### src/rtl/ring_monitor.sv
// ring_monitor: receive-side checker for a one-hot ring counter.
// Stage 1 registers the incoming word. Stage 2 compares it with the word from
// the previous cycle, decodes its position, tracks lock, counts revolutions
// and records corruption (not one-hot, stall, or wrong step).
`timescale 1ns/1ps
module ring_monitor #(
  parameter int WIDTH    = 4,
  parameter int LOCK_CNT = 2,
  parameter int REV_W    = 8,
  parameter int ERR_W    = 4
) (
  input  logic                     clk,
  input  logic                     rst,
  input  logic [WIDTH-1:0]         q_in,
  input  logic                     clr_err,
  output logic [$clog2(WIDTH)-1:0] pos,
  output logic                     pos_valid,
  output logic                     locked,
  output logic                     rev_tick,
  output logic [REV_W-1:0]         rev_count,
  output logic                     err,
  output logic                     err_flag,
  output logic [ERR_W-1:0]         err_count
);

  localparam int POS_W    = $clog2(WIDTH);
  localparam int STREAK_W = $clog2(LOCK_CNT + 1);

  localparam logic [1:0] ST_HUNT   = 2'd0;
  localparam logic [1:0] ST_LOCKED = 2'd1;
  localparam logic [1:0] ST_FAULT  = 2'd2;

  logic [WIDTH-1:0]    s_q, s_d;
  logic [WIDTH-1:0]    prev_q, prev_d;
  logic [1:0]          state_q, state_d;
  logic [STREAK_W-1:0] streak_q, streak_d;
  logic [POS_W-1:0]    pos_q, pos_d;
  logic                pos_valid_q, pos_valid_d;
  logic                locked_q, locked_d;
  logic                rev_tick_q, rev_tick_d;
  logic [REV_W-1:0]    rev_count_q, rev_count_d;
  logic                err_q, err_d;
  logic                err_flag_q, err_flag_d;
  logic [ERR_W-1:0]    err_count_q, err_count_d;

  // Expected successor of prev: rotate left by one, MSB wraps to bit 0.
  logic [WIDTH-1:0] prev_rot;
  genvar gi;
  generate
    for (gi = 0; gi < WIDTH; gi++) begin : g_rot
      assign prev_rot[gi] = prev_q[(gi + WIDTH - 1) % WIDTH];
    end
  endgenerate

  logic                s_onehot;
  logic                prev_onehot;
  logic                good;
  logic [STREAK_W-1:0] streak_inc;
  logic [POS_W-1:0]    pos_enc;

  assign s_onehot    = $onehot(s_q);
  assign prev_onehot = $onehot(prev_q);
  assign good        = s_onehot && prev_onehot && (s_q == prev_rot);
  assign streak_inc  = streak_q + STREAK_W'(1);

  // Binary index of the set bit; only meaningful when s is one-hot.
  always_comb begin
    pos_enc = '0;
    for (int i = 0; i < WIDTH; i++) begin
      if (s_q[i]) pos_enc = POS_W'(i);
    end
  end

  // Stage-2 evaluation: lock tracking, revolution counting and error capture.
  always_comb begin
    s_d         = q_in;
    prev_d      = s_q;
    state_d     = state_q;
    streak_d    = streak_q;
    pos_d       = s_onehot ? pos_enc : '0;
    pos_valid_d = s_onehot;
    locked_d    = locked_q;
    rev_tick_d  = 1'b0;
    rev_count_d = rev_count_q;
    err_d       = 1'b0;
    err_flag_d  = clr_err ? 1'b0 : err_flag_q;
    err_count_d = clr_err ? '0 : err_count_q;

    case (state_q)
      ST_HUNT: begin
        locked_d = 1'b0;
        if (good) begin
          if (streak_inc == STREAK_W'(LOCK_CNT)) begin
            state_d  = ST_LOCKED;
            locked_d = 1'b1;
            streak_d = '0;
          end else begin
            streak_d = streak_inc;
          end
        end else begin
          streak_d = '0;
        end
      end
      ST_LOCKED: begin
        if (good) begin
          locked_d = 1'b1;
          if (s_q[0]) begin
            rev_tick_d  = 1'b1;
            rev_count_d = rev_count_q + REV_W'(1);
          end
        end else begin
          // A detected error overrides a simultaneous clear.
          state_d    = ST_FAULT;
          locked_d   = 1'b0;
          err_d      = 1'b1;
          err_flag_d = 1'b1;
          if (clr_err)
            err_count_d = ERR_W'(1);
          else if (&err_count_q)
            err_count_d = err_count_q;
          else
            err_count_d = err_count_q + ERR_W'(1);
        end
      end
      ST_FAULT: begin
        // One recovery cycle; the word seen here becomes prev for HUNT.
        state_d  = ST_HUNT;
        streak_d = '0;
        locked_d = 1'b0;
      end
      default: begin
        state_d  = ST_HUNT;
        streak_d = '0;
        locked_d = 1'b0;
      end
    endcase
  end

  // State and output registers with asynchronous reset.
  always_ff @(posedge clk or posedge rst) begin
    if (rst) begin
      s_q         <= '0;
      prev_q      <= '0;
      state_q     <= ST_HUNT;
      streak_q    <= '0;
      pos_q       <= '0;
      pos_valid_q <= 1'b0;
      locked_q    <= 1'b0;
      rev_tick_q  <= 1'b0;
      rev_count_q <= '0;
      err_q       <= 1'b0;
      err_flag_q  <= 1'b0;
      err_count_q <= '0;
    end else begin
      s_q         <= s_d;
      prev_q      <= prev_d;
      state_q     <= state_d;
      streak_q    <= streak_d;
      pos_q       <= pos_d;
      pos_valid_q <= pos_valid_d;
      locked_q    <= locked_d;
      rev_tick_q  <= rev_tick_d;
      rev_count_q <= rev_count_d;
      err_q       <= err_d;
      err_flag_q  <= err_flag_d;
      err_count_q <= err_count_d;
    end
  end

  assign pos       = pos_q;
  assign pos_valid = pos_valid_q;
  assign locked    = locked_q;
  assign rev_tick  = rev_tick_q;
  assign rev_count = rev_count_q;
  assign err       = err_q;
  assign err_flag  = err_flag_q;
  assign err_count = err_count_q;

endmodule
### config.mk
export PLATFORM = sky130hd
export DESIGN_NAME = ring_monitor
export DESIGN_NICKNAME = d
export VERILOG_FILES = /design/src/rtl/ring_monitor.sv
export SDC_FILE = /design/constraint.sdc
export NUM_CORES = 1
export LEC_CHECK = 0
export ABC_AREA = 1
export CAP_MARGIN = 5
export CORE_MARGIN = 2
export CORE_UTILIZATION = 52
export DETAILED_ROUTE_END_ITERATION = 10
export PLACE_DENSITY = 0.88
export SETUP_SLACK_MARGIN = 0.3
export SLEW_MARGIN = 15
export SYNTH_ARGS = -nofsm -noshare
export SYNTH_HDL_FRONTEND = slang
export SYNTH_SLANG_ARGS = --single-unit
### constraint.sdc
create_clock -name clk -period 2.6 [get_ports clk]
set_input_delay 0.26 -clock clk [delete_from_list [all_inputs] [get_ports clk]]
set_output_delay 0.26 -clock clk [all_outputs]
set_load 0.01 [all_outputs]
-- After elaboration in Yosys (flattened, before gate mapping)
Cells that the tools add are included.
- flip-flop bits (word level): 31
- input bits: 7
- output and inout bits: 19
- logic and storage cells: 64
- $add $sub $neg: 9
- equal/unequal tests: 9
- multiplexer cells: 28
- reduce and logical (&&, ||, !) cells: 6
- operator list (operator ; number):
    4-bit 2-to-1 mux ; 5
    2-bit 2-to-1 mux ; 8
    1-bit 2-to-1 mux ; 12
    1-bit by 1-bit adder with 2-bit output ; 4
    8-bit by 1-bit adder with 8-bit output, second input constant ; 1
    2-bit case mux with 2 select lines ; 2
    2-bit by 2-bit adder with 3-bit output ; 2
    3-bit by 1-bit == test with 1-bit output, second input constant ; 2
    2-bit inequality test, second input constant ; 3
    3-bit AND reduction ; 2
    4-bit by 1-bit adder with 4-bit output, second input constant ; 1
    4-bit == test ; 1
    4-bit inequality test, second input constant ; 1
    4-bit AND reduction ; 1
    2-bit by 1-bit adder with 2-bit output, second input constant ; 1
    2-bit by 1-bit == test with 1-bit output, second input constant ; 1
    2-bit == test, second input constant ; 1
    1-bit logical AND ; 2
    2-bit zero test ; 1
    1-bit case mux with 2 select lines ; 1

-- Depth between registers and ports, before layout
Gate-level depths: netlist of run 1.
- depth in word-level cells: 7
- depth in mapped cells: 14
- gate-level depth less buffers: 14

-- Worst setup path before layout of run 1
No wires, ideal clock.
- kind: register to register
- from: reg s_q[0] (netlist: prev_d[0])
- to: reg rev_count_q[3] (netlist: rev_count[3])
- library setup time: 0.127 ns
- arrival: 2.230 ns
- data required time: 2.473 ns
- path slack: 0.243 ns
- stages on the path, launching flop included: 13
- path buffers: 1
- period minus slack after synthesis: 2.357 ns
- cells stage by stage: dfrtp_1 inv_2 fa_1 inv_1 ha_1 ha_1 inv_1 nand3_1 nor2_1 nand3_2 nor3_4 buf_6 o21ai_0
- longest elaborated chain between the ends: 6
- elaborated cells on any way between the ends: 7
- those cells by class: 2 x add/sub; 2 x eq/ne; 3 x reduce/logical
- RTL lines (item ; line ; RTL):
    start: declaration ; 33 ; logic [WIDTH-1:0] s_q, s_d;
    start signal: assignment ; 142 ; s_q <= '0;
    start signal: assignment ; 155 ; s_q <= s_d;
    1-bit by 1-bit adder with 2-bit output (implied by the code) ; 61 ; assign s_onehot = $onehot(s_q);
    2-bit by 2-bit adder with 3-bit output (implied by the code) ; 61 ;
    3-bit by 1-bit == test with 1-bit output ; 61 ;
    1-bit logical AND (2 in a row) ; 63 ; assign good = s_onehot && prev_onehot && (s_q == prev_rot);
    3-bit AND reduction (no line) (*) ; - ;
    end signal: assignment ; 163 ; rev_count_q <= rev_count_d;
    end: declaration ; 41 ; logic [REV_W-1:0] rev_count_q, rev_count_d;
Mark *: on every way between the ends. The rest lies on a longest branch, timed or not.
A chain may end at the register's enable or synchronous reset.

-- Final worst setup path of run 1
- from: reg prev_q[0]
- to: reg rev_count_q[3] (netlist: rev_count[3])
- longest elaborated chain between the ends: 6
- elaborated cells on any way between the ends: 7
- those cells by class: 2 x add/sub; 2 x eq/ne; 3 x reduce/logical
- RTL lines (item ; line ; RTL):
    start: declaration ; 34 ; logic [WIDTH-1:0] prev_q, prev_d;
    start signal: assignment ; 156 ; prev_q <= prev_d;
    1-bit by 1-bit adder with 2-bit output (implied by the code) ; 62 ; assign prev_onehot = $onehot(prev_q);
    2-bit by 2-bit adder with 3-bit output (implied by the code) ; 62 ;
    3-bit by 1-bit == test with 1-bit output ; 62 ;
    1-bit logical AND ; 63 ;
    1-bit logical AND (*) ; 63 ;
    3-bit AND reduction (no line) (*) ; - ;
Marked as above.

==> PnR_summary.wiki, run 1 <==
{| class="wikitable"
! Metric !! Value
|-
| Ant diodes || 0
|-
| Portion of the post-synthesis area used by sequential elements || 0.494
|-
| Peak Freq || 420 MHz
|-
| Worst r2r src || prev_q[0]$_DFF_PP0_
|-
| GP Congestion || 0.817
|-
| Top-Level Pins || 26
|-
| TritonCTS buffer count || 5
|-
| Yosys cell types || 23
|-
| Sum of routed wire segments on met1 || 1.40 mm
|-
| Clock tree from TritonCTS || yes
|-
| Flop and latch count out of synthesis || 31
|-
| Critical path data required time || 2870 ps
|-
| Largest area contributor in the synthesized netlist || sky130_fd_sc_hd__dfrtp_1
|-
| Status || finished, violations left
|-
| Highest layer used for signal routing || met4
|-
| Leading post-synthesis cells by cell area || sky130_fd_sc_hd__dfrtp_1 (49%), sky130_fd_sc_hd__nand2_1 (10%), sky130_fd_sc_hd__inv_1 (9.3%)
|-
| Synth Cell Area || roughly 1600 um^2
|-
| Crit. End Element || register
|-
| Class of the tightest hold or removal check || in -> async
|-
| Most frequent cells in the layout || sky130_fd_sc_hd__nand2_1 (37), sky130_fd_sc_hd__inv_1 (33), sky130_fd_sc_hd__dfrtp_1 (31)
|-
| Initial core utilization || 0.560
|-
| CP max stage delay || 540 ps
|-
| Die footprint || about 3500 um^2
|-
| Iteration-0 DRC count of the detailed router || 65
|-
| Post-Synthesis Net Count || 199
|-
| Worst VDD drop || slightly above 0.3 mV
|-
| Vertical extent of the die || roughly 59 um
|-
| Clock Latency Late Sink || 340 ps
|-
| Overall overflow remaining after global route || 0
|-
| Detailed placer's ending HPWL || approximately 2.1 mm
|-
| Ratio of routed vias to standard cells || approximately 5
|-
| Routed length on met2 || about 1.8 mm
|-
| Yosys warning count || 0
|-
| Per-instance average area after synthesis || between 8 and 9 um^2
|-
| Proportion of layout cells with a drive suffix above 1 || 0.241
|-
| Via Count || around 1,300
|-
| Wire length of the first global-routing pass || 5.49 mm
|-
| Critical path startpoint category || register
|-
| Wire per inst || roughly 13 um
|-
| Routed met3 length || 170 um
|-
| DRT antenna net count || 0
|-
| Clock Tree Buf Depth || 2
|-
| Biggest fanout along the worst timing path || 6
|-
| Least-Margin Pin Slew || between 300 and 400 ps
|-
| Final Slew Violations || 0
|-
| Global router's overall resource usage || 0.215
|-
| Post-route setup TNS || 0 ps
|-
| Worst Setup Slack, final || around 220 ps
|-
| Failing checks || DRC
|-
| Worst setup startpoint || prev_q[0]$_DFF_PP0_
|-
| Number of placement rows || 19
|-
| Worst slew margin relative to its limit || 0.742
|-
| Post-Route Skew || 11.9 ps
|-
| Type of the worst setup path || reg -> reg
|-
| Core Area || 2810 um^2
|-
| Max-cap viol count || 0
|-
| Dpl ws || 151 ps
|-
| Die width || 59.0 um
|-
| Clock Sink Count || 31
|-
| Fraction of the cycle the final worst path needs || 0.916
|-
| Number of design rule violations left after detail routing || 2
|-
| Most common cell after layout, fill and taps aside || sky130_fd_sc_hd__nand2_1
|-
| Master of the slowest instance on the critical path || sky130_fd_sc_hd__fa_1
|-
| Layout area overhead || 36.1%
|-
| RSZ-0062 raised after global routing || yes
|-
| Port bufs || 25
|-
| Area share of the largest cell type after synthesis || 0.494
|-
| Clock Tree Root || sky130_fd_sc_hd__clkbuf_4
|-
| Arrival time worst endpoint || around 2700 ps
|-
| WL final || about 3.4 mm
|-
| Number of global-route vias before repair || 1,291
|-
| Min Tclk post-route || 2380 ps
|-
| Total Nets Final || 243
|-
| Maximum number of pins on one net before global-route repair || 32
|-
| Antenna violations before repair || 0
|-
| Power per standard cell area || 447 nW/um^2
|-
| Leak || 1.06 nW
|-
| Finish-stage setup viols || 0
|-
| List of cells traversed by the critical path || inv_2 -> fa_1 -> inv_2 -> ha_4 -> ha_4 -> nor2_4 -> nand2_4 -> nor2_4 -> nand3_4 -> nor3_4 -> buf_6 -> nand2_1 -> o21ai_0
|-
| Post-Synthesis Cells || 184
|-
| Clock transition at the registers of the reported paths || 90 ps
|-
| First-pass iteration count of the detailed router || 7
|-
| Hold violation count in the final report || 0
|-
| Number of H-tree branching levels || 2
|}
==> final cells by class <==
| class | instances | area, um^2 |
|---|---|---|
| clock buffer | 6 | 51.3 |
| clock inverter | 1 | 5.00 |
| fill | 194 | 668 |
| inverter | 42 | 160 |
| multi-input combinational | 110 | 743 |
| sequential | 31 | 776 |
| tap | 31 | 38.8 |
| timing repair buffer | 38 | 363 |
==> registers in the layout (all words and copies together), names as in the netlist, 2 cells and up <==
signal	cells
state_q	2
pos	2
prev_q	4
prev_d	4
rev_count	8
streak_q	2
err_count	4
==> cell usage after synthesis <==
library cell and n:
sky130_fd_sc_hd__nand4_1 2, sky130_fd_sc_hd__nand3_2 2, sky130_fd_sc_hd__nor2_4 1, sky130_fd_sc_hd__and3_1 1, sky130_fd_sc_hd__fa_1 2, sky130_fd_sc_hd__nand2_2 3
sky130_fd_sc_hd__o21ai_0 7, sky130_fd_sc_hd__o21ai_2 3, sky130_fd_sc_hd__nand3_1 7, sky130_fd_sc_hd__a21oi_1 3, sky130_fd_sc_hd__inv_1 39, sky130_fd_sc_hd__a31oi_1 1
sky130_fd_sc_hd__buf_6 1, sky130_fd_sc_hd__nand2_1 43, sky130_fd_sc_hd__xor2_1 6, sky130_fd_sc_hd__nor2_1 18, sky130_fd_sc_hd__o2111ai_1 1, sky130_fd_sc_hd__nor3_4 1
sky130_fd_sc_hd__nor3_1 2, sky130_fd_sc_hd__inv_2 3, sky130_fd_sc_hd__dfrtp_1 31, sky130_fd_sc_hd__o211ai_1 1, sky130_fd_sc_hd__ha_1 6
==> cell families after synthesis <==
logic type / count (synthesis) / synth area share
xor gates and xnor gates: 6 / 0.0335
adders and majority gates: 8 / 0.0733
and+or+nand+nor: 80 / 0.229
DFF: 31 / 0.494
AOI/OAI and AO/OA: 16 / 0.0630
buffers and inverters: 43 / 0.108
==> power breakdown <==
part	internal, mW	leakage, nW	switching (mW)
Combinational	0.0746	0.615	0.0881
Sequential	0.495	0.412	0.00893
Clock	0.125	0.0341	0.162
==> routing by layer <==
layer | global-route usage | up-vias
li1 | - | 643
met4 | 0.0617 | 0
met5 | 0 | -
met1 | 0.258 | 626
met3 | 0.0593 | 3
met2 | 0.376 | 34
==> what timing repair did <==
action	4_1_cts	5_1_grt
hold endpoints to repair	0	0
pin swaps	11	9
buffers inserted	7	3
setup endpoints to repair	15	16
hold buffers	0	0
gates resized for setup	22	16
cloned	1	0
==> worst max-delay path, delay by kind of cell, from the launching register on <==
| kind | cells | cell delay [ps] |
|---|---|---|
| buffers and inverters | 3 | 270 |
| AO/OA/AOI/OAI | 1 | 60 |
| AND/OR/NAND/NOR | 6 | 670 |
| flip-flops | 1 | 400 |
| adder cells (fa/ha/maj) | 3 | 900 |
==> worst paths after layout <==
check / to / slack [ps] / cells past startpoint
worst max-delay path: rev_count[3]$_DFFE_PP0P_ / 220 / 13
worst min-delay path: rev_count[7]$_DFFE_PP0P_ / 290 / 3
worst max register to register: rev_count[3]$_DFFE_PP0P_ / 220 / 13
worst min register to register: prev_q[1]$_DFF_PP0_ / 480 / 0
max in group asynchronous: err_flag$_DFF_PP0_ / 2020 / 3
min in group clk: prev_d[3]$_DFF_PP0_ / 360 / 1
==> per-stage QoR <==
| step | area (um^2) | cells | util | hold slack, ps | total power [mW] |
|---|---|---|---|---|---|
| finish | 2140 | 259 | 0.762 | 290 | 0.954 |
| global route | 2140 | 259 | 0.762 | 325 | 1.00 |
| CTS | 2060 | 256 | 0.736 | 297 | 0.937 |
| detailed placement | 1870 | 241 | 0.666 | 416 | 0.613 |
| global placement | 1870 | 241 | 0.666 | 396 | 0.608 |
| floorplan | 1580 | 184 | - | 291 | 0.573 |
Power figures use the tool's default switching activity.
==> run 2: changes to the inputs <==
- CTS_CLUSTER_SIZE: unset -> 14
- TNS_END_PERCENT: unset -> 20
==> run 2 against run 1 <==
The run still ends with DRC left; non-clock buffer count rose by 2; via count rose by 2.4%; clock skew about the same; largest power group unchanged; global-route usage shrank 0.54 points.
==> PnR_summary.wiki, run 2 (synthesis gave the netlist of run 1 again) <==
{| class="wikitable"
! Metric !! Value
|-
| First-pass iteration count of the detailed router || 7 (unchanged)
|-
| Finish-stage setup viols || 0 (unchanged)
|-
| Total Nets Final || 245 (+0.82%)
|-
| Crit. End Element || register
|-
| Ant diodes || 0 (unchanged)
|-
| Worst reg2reg setup slack || 280 ps (+60 ps)
|-
| Post-Route Skew || 12.3 ps (+0.335 ps)
|-
| Top-Level Pins || 26 (unchanged)
|-
| Via Count || 1,337 (+2.4%)
|-
| Maximum number of pins on one net before global-route repair || 32 (unchanged)
|-
| Clock Sink Count || 31 (unchanged)
|-
| Critical path data required time || 2860 ps (about the same)
|-
| Worst VDD drop || 0.373 mV (+20%)
|-
| Min Tclk post-route || 2320 ps (-57.4 ps)
|-
| Final Slew Violations || 0 (unchanged)
|-
| Vertical extent of the die || 59.0 um (unchanged)
|-
| Number of design rule violations left after detail routing || 2 (unchanged)
|-
| GP Congestion || 0.799 (-2.3%)
|-
| WL final || 3.21 mm (-6.4%)
|-
| RSZ-0062 raised after global routing || yes
|-
| Sequential Area || 776 um^2 (unchanged)
|-
| Biggest fanout along the worst timing path || 7 (+1)
|-
| Antenna violations before repair || 0 (unchanged)
|-
| Critical path startpoint category || register
|-
| Detailed placer's ending HPWL || 2.01 mm (-4.2%)
|-
| Failing checks || DRC
|-
| Die width || 59.0 um (unchanged)
|-
| Leak || 1.08 nW (+1.4%)
|-
| Number of global-route vias before repair || 1,349 (+4.5%)
|-
| Depth of the most critical reg-to-reg path || 13 (unchanged)
|-
| Wire per inst || 12.3 um (-6.7%)
|-
| Die footprint || 3480 um^2 (unchanged)
|-
| Type of the worst setup path || reg -> reg
|-
| Ratio of routed vias to standard cells || 5.14 (+2.0%)
|-
| Class of the tightest hold or removal check || in -> async
|-
| Overall overflow remaining after global route || 0 (unchanged)
|-
| Clock Tree Buf Depth || 2 (unchanged)
|-
| DRT antenna net count || 0 (unchanged)
|-
| Clock tree from TritonCTS || yes
|-
| Initial core utilization || 0.560 (unchanged)
|-
| TritonCTS buffer count || 5 (unchanged)
|-
| Number of H-tree branching levels || 2 (unchanged)
|-
| Filler cells || 201 (+3.6%)
|-
| Max-cap viol count || 0 (unchanged)
|-
| Clock transition at the registers of the reported paths || 90 ps (about the same)
|-
| Worst slew margin relative to its limit || 0.748 (+0.00519)
|-
| Least-Margin Pin Slew || 379 ps (-7.78 ps)
|-
| Peak Freq || 430 MHz (+2.5%)
|-
| Clock Latency Late Sink || 330 ps (about the same)
|-
| Worst r2r src || prev_q[0]$_DFF_PP0_
|-
| Flip-flop count of the largest register, all copies and words added || 8 (unchanged)
|-
| Most common cell after layout, fill and taps aside || sky130_fd_sc_hd__nand2_1
|-
| Number of cells in the finished layout apart from fillers || 260 (+0.39%)
|-
| Placed instance count || 241 (unchanged)
|-
| Power per standard cell area || 427 nW/um^2 (-4.3%)
|-
| End of the worst register-to-register path || rev_count[3]$_DFFE_PP0P_
|-
| Status || finished, violations left
|-
| Fraction of the cycle the final worst path needs || 0.894 (-0.0221)
|-
| Port bufs || 25 (unchanged)
|-
| Wire length of the first global-routing pass || 5.35 mm (-2.6%)
|-
| Hold violation count in the final report || 0 (unchanged)
|-
| Area of the multi-input gates || 743 um^2 (unchanged)
|-
| Iteration-0 DRC count of the detailed router || 59 (-9.2%)
|-
| Arrival time worst endpoint || 2580 ps (-70 ps)
|-
| Number of placement rows || 19 (unchanged)
|-
| Layout area overhead || 35.5%
|-
| Most frequent cells in the layout || sky130_fd_sc_hd__nand2_1 (36), sky130_fd_sc_hd__inv_1 (33), sky130_fd_sc_hd__dfrtp_1 (31)
|-
| Post-route setup TNS || 0 ps (unchanged)
|-
| Clock Tree Root || sky130_fd_sc_hd__clkbuf_4
|-
| Proportion of layout cells with a drive suffix above 1 || 0.245 (+0.00331)
|-
| Core Area || 2810 um^2 (unchanged)
|-
| Global router's overall resource usage || 0.209 (-0.00542)
|}
==> run 2: cell types whose count changed in the layout (fill, tap and decap cells not counted) <==
cell,change
sky130_fd_sc_hd__buf_4,+4
sky130_fd_sc_hd__buf_6,-2
sky130_fd_sc_hd__clkbuf_1,+1
sky130_fd_sc_hd__clkbuf_8,-1
sky130_fd_sc_hd__clkinv_2,-1
sky130_fd_sc_hd__inv_2,+1
sky130_fd_sc_hd__inv_4,-1
sky130_fd_sc_hd__nand2_1,-1
sky130_fd_sc_hd__nand2_4,+1
sky130_fd_sc_hd__nand3_2,+1
sky130_fd_sc_hd__nand3_4,-1
sky130_fd_sc_hd__o21ai_0,+1
sky130_fd_sc_hd__o21ai_1,-1
==> run 2: timing repair <==
item,in CTS,in global routing
hold buffers,0,0
setup endpoints to repair,15,20
gates cloned,1,0
resized for setup,14,22
pin swaps,8,10
setup buffers,8,4
==> run 2: power breakdown <==
part | internal [mW] | total, mW | switching, mW
logic | 0.0741 | 0.158 | 0.0841
clock network | 0.0959 | 0.248 | 0.152
registers | 0.495 | 0.503 | 0.00730
==> run 2: critical path, stage by stage (launching register included) <==
cell and delay [ps]:
sky130_fd_sc_hd__dfrtp_1 370, sky130_fd_sc_hd__inv_2 60, sky130_fd_sc_hd__fa_1 540, sky130_fd_sc_hd__inv_2 40, sky130_fd_sc_hd__ha_4 150, sky130_fd_sc_hd__ha_4 210
sky130_fd_sc_hd__nor2_4 120, sky130_fd_sc_hd__nand2_4 80, sky130_fd_sc_hd__nor2_4 110, sky130_fd_sc_hd__nand3_2 100, sky130_fd_sc_hd__nor3_4 180, sky130_fd_sc_hd__buf_6 160
sky130_fd_sc_hd__nand2_2 40, sky130_fd_sc_hd__o21ai_1 80
==> run 2: worst max path at each step <==
stage	to	depth (start not counted)	startpoint	slack [ps]
detailed placement	rev_count[3]$_DFFE_PP0P_	12	prev_d[0]$_DFF_PP0_	60
finish	rev_count[3]$_DFFE_PP0P_	13	prev_q[0]$_DFF_PP0_	280
global placement	rev_count[7]$_DFFE_PP0P_	12	prev_d[0]$_DFF_PP0_	160
global route	rev_count[4]$_DFFE_PP0P_	13	prev_q[0]$_DFF_PP0_	160
CTS	rev_count[3]$_DFFE_PP0P_	13	prev_q[3]$_DFF_PP0_	210
floorplan	rev_count[3]$_DFFE_PP0P_	12	prev_d[0]$_DFF_PP0_	240
==> run 2: layout make-up <==
class / count / area share
flip-flops and latches: 31 / 0.365
multi-input cells: 110 / 0.349
repair buffers: 40 / 0.174
inverters: 42 / 0.0741
clock buffers: 6 / 0.0194
well taps: 31 / 0.0182
==> run 2: layer usage <==
metal	GRT usage	vias to the layer above	wire length, um
met5	0	-	0
met4	0.0909	0	80
met3	0.0747	10	182
met2	0.356	38	1680
met1	0.236	638	1260
li1	-	651	-
==> run 2: metrics by stage <==
stage	instance area, um^2	power [mW]	utilization	hold WS [ps]	setup WS (ps)
final	2130	0.909	0.758	296	277
after global routing	2130	0.953	0.758	324	165
after CTS	2020	0.880	0.722	310	215
after detailed placement	1860	0.610	0.664	403	58.5
after global placement	1860	0.606	0.664	396	165
after floorplan	1570	0.571	-	291	243
